`src/rtl/elevator_scheduler_pkg.sv`:
```
// Shared types and helpers for the 4-floor elevator scheduler.
// Every per-floor vector is 4 bits wide, with bit i standing for floor i.
package elevator_pkg;

  localparam int FLOORS = 4;

  typedef logic [1:0] floor_t;

  typedef enum logic [1:0] {
    ST_IDLE      = 2'd0,
    ST_MOVING    = 2'd1,
    ST_DOOR_OPEN = 2'd2
  } state_e;

  localparam logic DIR_UP   = 1'b1;
  localparam logic DIR_DOWN = 1'b0;

  // Floors strictly above (up=1) or strictly below (up=0) floor f.
  function automatic logic [FLOORS-1:0] ahead_mask(input floor_t f, input logic up);
    logic [FLOORS-1:0] m;
    for (int i = 0; i < FLOORS; i++) begin
      m[i] = up ? (i > int'(f)) : (i < int'(f));
    end
    return m;
  endfunction

endpackage

```
`src/rtl/elevator_scheduler_door_timer.sv`:
```
// Door dwell counter: load/reload to DOOR_CYCLES-1, count down to zero, then hold.
// done_o goes high while the count is zero.
module door_timer #(
  parameter int DOOR_CYCLES = 16
) (
  input  logic clk,
  input  logic rst_n,
  input  logic load_i,
  input  logic dec_i,
  output logic done_o
);

  localparam int CNT_W = $clog2(DOOR_CYCLES);
  localparam logic [CNT_W-1:0] CNT_INIT = CNT_W'(DOOR_CYCLES - 1);

  logic [CNT_W-1:0] cnt_q, cnt_d;

  // A load or reload overrides the decrement, so the counter never wraps below zero.
  always_comb begin
    cnt_d = cnt_q;
    if (load_i) begin
      cnt_d = CNT_INIT;
    end else if (dec_i && (cnt_q != '0)) begin
      cnt_d = cnt_q - CNT_W'(1);
    end
  end

  always_ff @(posedge clk or negedge rst_n) begin
    if (!rst_n) begin
      cnt_q <= '0;
    end else begin
      cnt_q <= cnt_d;
    end
  end

  assign done_o = (cnt_q == '0);

endmodule

```
`src/rtl/elevator_scheduler.sv`:
```
// Collective-control sequencer for a 4-floor car: holds the call registers,
// steps the floor on arrival pulses, drives the motor and times the door.
module elevator_scheduler
  import elevator_pkg::*;
#(
  parameter int DOOR_CYCLES = 16
) (
  input  logic       clk,
  input  logic       rst_n,
  input  logic [2:0] hall_up,
  input  logic [2:0] hall_down,
  input  logic [3:0] cab_call,
  input  logic       arrive,
  input  logic       door_obstruct,
  output logic [1:0] current_floor,
  output logic       move_up,
  output logic       move_down,
  output logic       door_open,
  output logic       dir_up,
  output logic [2:0] lamp_up,
  output logic [2:0] lamp_down,
  output logic [3:0] lamp_cab
);

  // Hall lamps are kept floor-indexed; the bit with no physical button stays zero.
  localparam logic [FLOORS-1:0] UP_VALID   = 4'b0111;
  localparam logic [FLOORS-1:0] DOWN_VALID = 4'b1110;

  state_e            state_q, state_d;
  floor_t            floor_q, floor_d;
  logic              dir_q, dir_d;
  logic [FLOORS-1:0] up_q, up_d, down_q, down_d, cab_q, cab_d;
  logic [FLOORS-1:0] up_clr, down_clr, cab_clr;
  logic [FLOORS-1:0] up_in, down_in;
  logic [FLOORS-1:0] up_sup, down_sup, cab_sup;
  logic [FLOORS-1:0] any_call, here;
  logic              in_door, call_sup;
  logic              door_load, door_done;

  floor_t            arr_floor;
  logic [FLOORS-1:0] arr_here;
  logic              arr_stop_dir, arr_none_ahead;
  logic              here_dir, here_opp;

  assign up_in    = {1'b0, hall_up};
  assign down_in  = {hall_down, 1'b0};
  assign any_call = up_q | down_q | cab_q;
  assign here     = 4'b0001 << floor_q;
  assign in_door  = (state_q == ST_DOOR_OPEN);

  // With the door open, calls at this floor that the open door already serves are swallowed.
  assign cab_sup  = in_door ? (cab_call & here) : '0;
  assign up_sup   = (in_door && dir_q)  ? (up_in & here)   : '0;
  assign down_sup = (in_door && !dir_q) ? (down_in & here) : '0;
  assign call_sup = |(cab_sup | up_sup | down_sup);

  assign up_d   = (up_q   | (up_in   & ~up_sup))   & ~up_clr   & UP_VALID;
  assign down_d = (down_q | (down_in & ~down_sup)) & ~down_clr & DOWN_VALID;
  assign cab_d  = (cab_q  | (cab_call & ~cab_sup)) & ~cab_clr;

  assign here_dir = dir_q ? up_q[floor_q] : down_q[floor_q];
  assign here_opp = dir_q ? down_q[floor_q] : up_q[floor_q];

  // Floor reached by an arrive pulse, saturated at the shaft ends.
  always_comb begin
    arr_floor = floor_q;
    if (dir_q && (floor_q != 2'd3)) begin
      arr_floor = floor_q + 2'd1;
    end else if (!dir_q && (floor_q != 2'd0)) begin
      arr_floor = floor_q - 2'd1;
    end
  end

  assign arr_here       = 4'b0001 << arr_floor;
  assign arr_stop_dir   = dir_q ? up_q[arr_floor] : down_q[arr_floor];
  assign arr_none_ahead = ~|(any_call & ahead_mask(arr_floor, dir_q));

  always_comb begin
    state_d   = state_q;
    floor_d   = floor_q;
    dir_d     = dir_q;
    up_clr    = '0;
    down_clr  = '0;
    cab_clr   = '0;
    door_load = 1'b0;
    unique case (state_q)
      ST_IDLE: begin
        if (|any_call) begin
          if (cab_q[floor_q] || here_dir) begin
            state_d   = ST_DOOR_OPEN;
            door_load = 1'b1;
            cab_clr   = here;
            if (dir_q) up_clr = here;
            else       down_clr = here;
          end else if (here_opp) begin
            state_d   = ST_DOOR_OPEN;
            door_load = 1'b1;
            dir_d     = !dir_q;
            if (dir_q) down_clr = here;
            else       up_clr = here;
          end else if (|(any_call & ahead_mask(floor_q, dir_q))) begin
            state_d = ST_MOVING;
          end else begin
            dir_d   = !dir_q;
            state_d = ST_MOVING;
          end
        end
      end
      ST_MOVING: begin
        if (arrive) begin
          floor_d = arr_floor;
          if (cab_q[arr_floor] || arr_stop_dir || arr_none_ahead) begin
            state_d   = ST_DOOR_OPEN;
            door_load = 1'b1;
            cab_clr   = arr_here;
            // Turning around only when no call in the travel direction is waiting here.
            if (arr_none_ahead && !arr_stop_dir) begin
              dir_d    = !dir_q;
              up_clr   = arr_here;
              down_clr = arr_here;
            end else if (dir_q) begin
              up_clr = arr_here;
            end else begin
              down_clr = arr_here;
            end
          end
        end
      end
      ST_DOOR_OPEN: begin
        if (door_done && !door_obstruct && !call_sup) begin
          state_d = ST_IDLE;
        end
      end
      default: state_d = ST_IDLE;
    endcase
  end

  door_timer #(
    .DOOR_CYCLES(DOOR_CYCLES)
  ) u_door_timer (
    .clk    (clk),
    .rst_n  (rst_n),
    .load_i (door_load || (in_door && (door_obstruct || call_sup))),
    .dec_i  (in_door),
    .done_o (door_done)
  );

  always_ff @(posedge clk or negedge rst_n) begin
    if (!rst_n) begin
      state_q <= ST_IDLE;
      floor_q <= '0;
      dir_q   <= DIR_UP;
      up_q    <= '0;
      down_q  <= '0;
      cab_q   <= '0;
    end else begin
      state_q <= state_d;
      floor_q <= floor_d;
      dir_q   <= dir_d;
      up_q    <= up_d;
      down_q  <= down_d;
      cab_q   <= cab_d;
    end
  end

  assign current_floor = floor_q;
  assign dir_up        = dir_q;
  assign move_up       = (state_q == ST_MOVING) && dir_q;
  assign move_down     = (state_q == ST_MOVING) && !dir_q;
  assign door_open     = in_door;
  assign lamp_up       = up_q[2:0];
  assign lamp_down     = down_q[3:1];
  assign lamp_cab      = cab_q;

endmodule

```
`config.mk`:
```
export PLATFORM = sky130hd
export DESIGN_NAME = elevator_scheduler
export DESIGN_NICKNAME = d
export VERILOG_FILES = /design/src/rtl/elevator_scheduler_pkg.sv /design/src/rtl/elevator_scheduler_door_timer.sv /design/src/rtl/elevator_scheduler.sv
export SDC_FILE = /design/constraint.sdc
export NUM_CORES = 1
export LEC_CHECK = 0
export ABC_AREA = 1
export CAP_MARGIN = 30
export CORE_AREA = 2 2 69 71
export DETAILED_ROUTE_END_ITERATION = 16
export DIE_AREA = 0 0 71 73
export GPL_ROUTABILITY_DRIVEN = 0
export SYNTH_ARGS = -nofsm -noshare
export SYNTH_HDL_FRONTEND = slang
export SYNTH_SLANG_ARGS = --single-unit
```
`constraint.sdc`:
```
create_clock -name clk -period 3.05 [get_ports clk]
set_input_delay 0.915 -clock clk [delete_from_list [all_inputs] [get_ports clk]]
set_output_delay 0.915 -clock clk [all_outputs]
set_load 0.02 [all_outputs]
```
Word-level counts from Yosys, hierarchy flattened:

Cells that the tools add are included.

* input bits: 14
* output and inout bits: 16
* flip-flop bits (word level): 19
* RAM bits: 0
* latch bits: 0
* memory bits (read-only): 0
* memories: 0
* word-level logic and storage cells: 168

* divide/modulo/power cells: 0
* multiply operators: 0
* bitwise gates (word level): 24
* eq/ne operators: 10
* multiplexer cells: 74
* add/subtract/negate cells: 3
* reductions and logical operators: 34
* shift operators: 2
* $lt $le $gt $ge: 14

Operators with widths (count)
* 4-bit two-way mux: 18
* 4-bit AND: 8
* 1-bit two-way mux: 29
* 3-bit two-way mux: 7
* 4-bit OR: 5
* 2-bit two-way mux: 8
* 4-bit inverter: 4
* 4-bit one-hot mux with 2 select lines: 2
* 4-bit OR reduction: 4
* 1-bit binary-select mux with 2-bit select: 6
* 2-bit != test, second input constant: 6
* 1-bit logical AND: 11
* 2-bit greater-than comparator, first input constant: 4
* 1-bit by 2-bit < comparator with 1-bit output, first input constant: 4
* 1-bit by 2-bit << shifter with 4-bit output, first input constant: 2
* 7-bit AND reduction: 1
* 3-bit AND: 2
* 2-bit by 3-bit < comparator with 1-bit output, second input constant: 2
* 3-bit inverter: 2
* 2-bit one-hot mux with 3 select lines: 1
* 3-bit one-hot mux with 2 select lines: 1
* 2-bit nonzero test: 3
* 1-bit logical NOT: 5
* 1-bit logical OR: 5
* other kinds (18): 21

Logic depth before layout (Yosys ltp):

Gate-level depths: netlist of run 1.

* depth after elaboration: 16
* depth in mapped cells: 18
* depth with buffers taken out: 17

Hierarchy:

From an unflattened synthesis of run 1, not the netlist that was laid out.

* cells, all modules: 273
* area, all modules: 1793.0 sq um

Modules (own cells, without submodules)
* elevator_scheduler: cells an instance 241, times used 1, area each 1526.5 sq um, seq. area each 376.6 sq um
* door_timer: cells an instance 32, times used 1, area each 266.5 sq um, seq. area each 100.1 sq um

Worst setup path after synthesis of run 1:

No wires, ideal clock.

* path type: register to register
* start: register floor_q[0] (netlist: current_floor[0])
* end: register u_door_timer.cnt_q[2]
* slack: 809 ps
* data required time: 2933 ps
* stages on the path, launching flop included: 18
* path buffers: 1
* arrival: 2124 ps
* clock period less this slack: 2241 ps
* library setup time: 117 ps
* path through: dfrtp_1 > buf_4 > inv_2 > ha_1 > inv_1 > nand2_4 > nand2_2 > nand2_4 > nand2_4 > nand2_1 > nand3_1 > nand3_1 > nand2_2 > nand2_4 > nand2_4 > nand4_1 > nand2_1 > nand2_1

* longest elaborated chain between the ends: 15
* elaborated cells on any way between the ends: 60
* classes of those cells: add/sub: 2; order compare: 6; eq/ne: 1; shift: 1; mux: 31; bitwise: 6; reduce/logical: 13

RTL lines
* start, declared: line elevator_scheduler.sv:30 `floor_t floor_q, floor_d;`
* start signal, assigned: line elevator_scheduler.sv:158 `floor_q <= floor_d;`
* parallel branches: the longest is 13 deep, another holds 2-bit by 1-bit subtractor with 2-bit output
* 1-bit logical OR *: line elevator_scheduler.sv:143 `.load_i (door_load || (in_door && (door_obstruct || call_sup))),`
* 4-bit two-way mux or 2-bit nonzero test (tied branches)
* end signal, assigned: line elevator_scheduler_door_timer.sv:32 `cnt_q <= cnt_d;`
* end, declared: line elevator_scheduler_door_timer.sv:16 `logic [CNT_W-1:0] cnt_q, cnt_d;`

Every way passes the cells marked *. The select of a mux whose other input is x is not followed.
A chain may end at the register's enable or synchronous reset.

Final worst setup path of run 1:

* start: register state_q[0]
* end: output move_down

* longest elaborated chain between the ends: 2

RTL lines
* start, declared: line elevator_scheduler.sv:29 `state_e state_q, state_d;`
* start signal, assigned: line elevator_scheduler.sv:157 `state_q <= state_d;`
* 2-bit by 1-bit == test with 1-bit output: line elevator_scheduler.sv:169 `assign move_down = (state_q == ST_MOVING) && !dir_q;`
* 1-bit logical AND: line elevator_scheduler.sv:169
* end, declared: line elevator_scheduler.sv:17 `output logic move_down,`

No other way between the ends.

==> impl_metrics.tcl, run 1 <==
set metrics [dict create \
    status "finished, final reports clean" \
    grtUsageMet1_pct 28.94 \
    wirelength_mm 5.176 \
    routedWlPerCell_microns 14.38 \
    use_met3_pct 2.901 \
    rows 25 \
    synth_edf_count 0 \
    syn_area_per_cell_sq_um 6.708 \
    cts_resized 0 \
    synthTopCellsByArea "dfrtp_1 (25%), nand2_1 (11%), nand3_1 (9.3%), nor2_1 (7.1%), inv_1 (6.5%)" \
    cts_tree "built" \
    dp_hpwl_mm 3.994 \
    cp.arrival_ns 1.79 \
    cts_sinks 19 \
    crit_chain "inv_2 > nor2_1 > inv_1 > nor2_1 > clkdlybuf4s50_1" \
    slowest_delay_ns 0.61 \
    finalCriticalPeriod_ns 2.707 \
    drv_cap 0 \
    dr.first_iter.drc_count 90 \
    initial_core_util_pct 40.52 \
    grt-ovfl-total 0 \
    critical_path_class "flop to primary output" \
    grt_usage_pct 20.77 \
    cts_inserted_buffers 3 \
    ir_drop_uv 159.2 \
    setup_violations 0 \
    maxSlewViolCount 0 \
    p_int_w 0.0003983 \
    vias_per_cell 5.392 \
    syn_area_sq_um 1838 \
    netlist_top_cells_count "nand2_1 (55), nor2_1 (35), nand3_1 (34)" \
    p_per_area_nw_per_um2 254.3 \
    die_x_microns 71 \
    hold_path_class "flop to flop" \
    worst_slack_ns 0.3430 \
    maxSlewHeadroom_pct 69.07 \
    power_frac_comb_pct 23.5 \
    fmax_mhz 369.4 \
    grt_pass1_wl_mm 8.542 \
    dp.cells 356 \
    die_area_sq_um 5183 \
    endpoint_kind "primary output" \
    power.switching_w 0.0001705 \
    met2_usage_pct 34.06 \
    worst_pin_slew_ns 0.4604 \
    cts_hold_buf 0 \
    yosysSeqAreaShare_pct 25.94 \
    vias 1941 \
    final.setup.tns_ns 0 \
    clk_pin_slew_worst_paths_ns 0.08 \
    yosys.cell_count.top_type "nand2_1" \
    synth_top_cell_area_share_pct 24.51 \
    diodes 0 \
    crit_required_ns 2.13 \
    drive_gt1_share_pct 12.42 \
    drc 0 \
    postRouteAntennaNets 0 \
    period_share_pct 88.75 \
    numPortBuffers 29 \
    grt_antenna_before_repair 0 \
    first_pass_iters 4 \
    hold_viol_final 0 \
    synth_area_leader_cell "dfrtp_1" \
    crit_slowest_cell "clkdlybuf4s50_1" \
    path_max_fanout 3 \
    rsz0062_at_grt "no" \
    ys_ff_latch 19 \
    yosysUniqueCellTypes 34 \
    p_clk_share_pct 31.4 \
    ios 30 \
    fin_nets 328 \
    cts-root-buf "clkbuf_8" \
    grt_max_degree 20 \
    area_growth_pct 21.72 \
    yosys_warnings 0 \
    startpoint_type "flop" \
    finClkSkew_ns 0.002790 \
    grt_pass1_vias 1772 \
    crit_top_cell "nor2_1" \
    htreeDepth 1 \
    core_sq_um 4536 \
    p_leak_nw 1.034 \
    syn_inst 274 \
    die_height_microns 73 \
    clockBufferDepth 2 \
    top_usage_layer "met2" \
    insertion_delay_ns 0.25 \
    synth_nets 295 \
    instances_no_fill 360 \
    netSwitchingFraction_pct 29.98 \
    power_w 0.0005688 \
    r2r_slack_ns 0.76 \
    seqPwrFrac_pct 45.1 \
    post_cts_buffers 0 \
    postSynth.asyncResetShare_pct 100.0 \
    post-place-ws_ns 0.5715 \
    ys.flop_type "dfrtp_1" \
]
## power by group through the flow
stage	registers, W	clock network, W	logic [W]
after CTS	0.000256	0.000186	0.000133
final	0.000256	0.000179	0.000134
after global routing	0.000257	0.000199	0.000149
after floorplan	0.000264	0	0.0000812
after global placement	0.000261	0	0.000132
after detailed placement	0.000261	0	0.000132
## worst paths after layout
| path | startpoint | to | cells after the start |
|---|---|---|---|
| worst max-delay path | state_q[0] | move_down | 5 |
| min in group asynchronous | rst_n | u_door_timer.cnt_q[0] | 2 |
| worst max register to register | current_floor[0] | up_q[2] | 14 |
| worst min register to register | u_door_timer.cnt_q[3] | u_door_timer.cnt_q[3] | 2 |
| worst min-delay path | u_door_timer.cnt_q[3] | u_door_timer.cnt_q[3] | 2 |
| max in group asynchronous | rst_n | dir_up | 2 |
## metrics by stage
step / hold WS [ns] / instance area, sq um / util [%]
floorplan: 0.4967 / 1838 / -
global placement: 0.5426 / 2192 / 48.33
detailed placement: 0.5279 / 2192 / 48.33
CTS: 0.5509 / 2237 / 49.32
global route: 0.5985 / 2237 / 49.32
finish: 0.5548 / 2237 / 49.32
## final cells by class
cell class              count  area [sq um]
flip-flops and latches     19         476.7
well taps                  54         67.56
inverters                  36         137.6
multi-input cells         214          1190
fillers                   446          2298
clock buffers               4         45.04
repair buffers             33         320.3
## sequential cells by signal (all words and copies together), names as in the netlist
register and flops:
down_q 3, up_q 3, dir_up 1, state_q 2, lamp_cab 4, current_floor 2, u_door_timer.cnt_q 4
## routing by layer
layer | up-vias | wire length [microns]
met5 | - | 0
met4 | 0 | 38
met3 | 4 | 326
met2 | 67 | 2340
met1 | 898 | 2471
li1 | 972 | -
## cells by family after synthesis
logic type / share of synthesized area (%)
buf+inv: 9.326
compound gates: 12.87
xor+xnor: 1.430
flops: 25.94
fa+ha+maj: 4.765
simple gates: 45.68
## placed cells by master (no fill, tap or decap), types with 2 or more instances in the layout
master            n
inv_1            32
a211oi_1          2
nand3_4           2
o21ai_1           6
nand3_2           5
nor2_4            2
and3_1            2
xor2_1            2
a21oi_1          15
dfrtp_1          18
o21ai_0          11
nor3_1            3
nand3_1          34
nand2_4           6
ha_1              7
nand4_1          11
o211ai_1          2
nand2_2           6
clkbuf_8          3
clkdlybuf4s50_1  29
buf_4             4
nand2_1          55
nor2_1           35
inv_2             3
## worst max-delay path, delay by kind of cell, from the launching register on
family                 cells  cell delay, ns
buffers and inverters      3            0.80
DFF                        1            0.43
and+or+nand+nor            2            0.31
Power figures use the tool's default switching activity.
==> run 2: changes to the inputs <==
CORE_AREA = 4 4 71 73   (was 2 2 69 71)
DIE_AREA = 0 0 75 77   (was 0 0 71 73)
==> impl_metrics.tcl, run 2 (synthesized netlist as in run 1, its figures left out) <==
set metrics [dict create \
    status "finished, final reports clean" \
    initial_core_util_pct 42.21 \
    grt_usage_pct 20.18 \
    cp.arrival_ns 1.80 \
    rsz0062_at_grt "no" \
    crit_slowest_cell "clkdlybuf4s50_1" \
    p_clk_share_pct 31.6 \
    worst_pin_slew_ns 0.4332 \
    cp_top_family "buffers and inverters" \
    cts_sinks 19 \
    dr.first_iter.drc_count 188 \
    vias 1914 \
    layout.area.seq_sq_um 476.7 \
    vias_per_cell 5.346 \
    ir_drop_uv 201.1 \
    path_max_fanout 3 \
    grt_pass1_vias 1905 \
    power_frac_comb_pct 23.5 \
    fmax_mhz 368.6 \
    die_area_sq_um 5775 \
    fillers 444 \
    cts_resized 0 \
    p_per_area_nw_per_um2 255.8 \
    grt-ovfl-total 0 \
    critical_path_class "flop to primary output" \
    fin_nets 328 \
    crit_chain "inv_2 > nor2_1 > inv_1 > nor2_1 > clkdlybuf4s50_1" \
    finalCriticalPeriod_ns 2.713 \
    htreeDepth 1 \
    post_cts_buffers 0 \
    grt_max_degree 20 \
    seqPwrFrac_pct 44.9 \
    endpoint_kind "primary output" \
    period_share_pct 88.95 \
    diodes 0 \
    drc 0 \
    clk_pin_slew_worst_paths_ns 0.07 \
    drive_gt1_share_pct 12.42 \
    die_x_microns 75 \
    grt_pass1_wl_mm 9.218 \
    final_common_cell "nand2_1" \
    cts_inserted_buffers 3 \
    die_height_microns 77 \
    netSwitchingFraction_pct 30.31 \
    first_pass_iters 4 \
    drv_cap 0 \
    maxSlewHeadroom_pct 71.01 \
    finClkSkew_ns 0.001482 \
    postRouteAntennaNets 0 \
    crit_top_cell "nor2_1" \
    cts_hold_buf 0 \
    hold_viol_final 0 \
    clockBufferDepth 2 \
    p_int_w 0.0003983 \
    area_growth_pct 21.58 \
    ios 30 \
    setup_violations 0 \
    final_cell_mix "nand2_1 (55), nor2_1 (35), nand3_1 (34)" \
    wirelength_mm 5.407 \
    postPlaceCellArea_sq_um 2190 \
    hold_path_class "flop to flop" \
    critPathBufInv 3 \
    grt_antenna_before_repair 0 \
    multi_input_area_sq_um 1190 \
    startpoint_type "flop" \
    fin_util_pct 51.32 \
    rows 24 \
    cts_tree "built" \
    crit_required_ns 2.13 \
    slowest_delay_ns 0.61 \
    routedWlPerCell_microns 15.10 \
    dp.cells 354 \
    maxSlewViolCount 0 \
    insertion_delay_ns 0.26 \
    dp_hpwl_mm 4.169 \
    power.switching_w 0.0001733 \
    instances_no_fill 358 \
    numPortBuffers 29 \
    core_sq_um 4354 \
    p_leak_nw 1.034 \
    cts-root-buf "clkbuf_8" \
    stdcell_area_sq_um 2235 \
    final.setup.tns_ns 0 \
]
run 2: cell counts in the layout (fill, tap and decap cells not counted):
No cell type changed its count.
run 2: power by group through the flow:
stage / Combinational, W / Clock [W] / Sequential [W]
after floorplan: 0.0000812 / 0 / 0.000264
after global placement: 0.000132 / 0 / 0.000261
after detailed placement: 0.000133 / 0 / 0.000262
after CTS: 0.000134 / 0.000185 / 0.000256
after global routing: 0.000149 / 0.000195 / 0.000257
final: 0.000134 / 0.000181 / 0.000257
run 2: per-layer routing:
layer / part of all wire, % / track usage, %
met5: 0 / 0
met4: 1.1 / 5.338
met3: 6.0 / 3.268
met2: 45 / 29.62
met1: 48 / 30.19
run 2: metrics by stage:
step | hold slack (ns) | setup slack, ns | total power (W)
final | 0.5423 | 0.3371 | 0.0005716
after detailed placement | 0.5238 | 0.5616 | 0.0003944
after global placement | 0.5393 | 0.5820 | 0.0003937
after global routing | 0.5895 | 0.1835 | 0.0006014
after CTS | 0.5425 | 0.3272 | 0.0005757
after floorplan | 0.4967 | 0.8086 | 0.0003450
run 2: layout make-up:
type                       count  share of cell area [%]
tap                           52                   2.912
multi-input combinational    214                   53.25
clock buffer                   4                   2.016
inverter                      36                   6.159
sequential                    19                   21.33
timing repair buffer          33                   14.33
run 2: final timing paths:
path | start | endpoint | slack [ns] | cells past startpoint
worst max-delay path | state_q[0] | move_down | 0.34 | 5
worst min-delay path | u_door_timer.cnt_q[3] | u_door_timer.cnt_q[3] | 0.54 | 2
worst max register to register | current_floor[0] | u_door_timer.cnt_q[3] | 0.71 | 16
worst min register to register | u_door_timer.cnt_q[3] | u_door_timer.cnt_q[3] | 0.54 | 2
max in group asynchronous | rst_n | dir_up | 1.79 | 2
min in group asynchronous | rst_n | down_q[1] | 0.99 | 2
run 2: worst reg2reg max path, delay by kind of cell (launching register included):
family / cells / cell delay, ns
simple gates: 13 / 1.27
fa+ha+maj: 1 / 0.24
buf+inv: 2 / 0.34
flops: 1 / 0.39
==> run 3: changes to the inputs <==
SKIP_LAST_GASP = 1   (was unset)
==> results of run 3 <==
No change in the layout: final DEF, timing and power equal those of run 2.
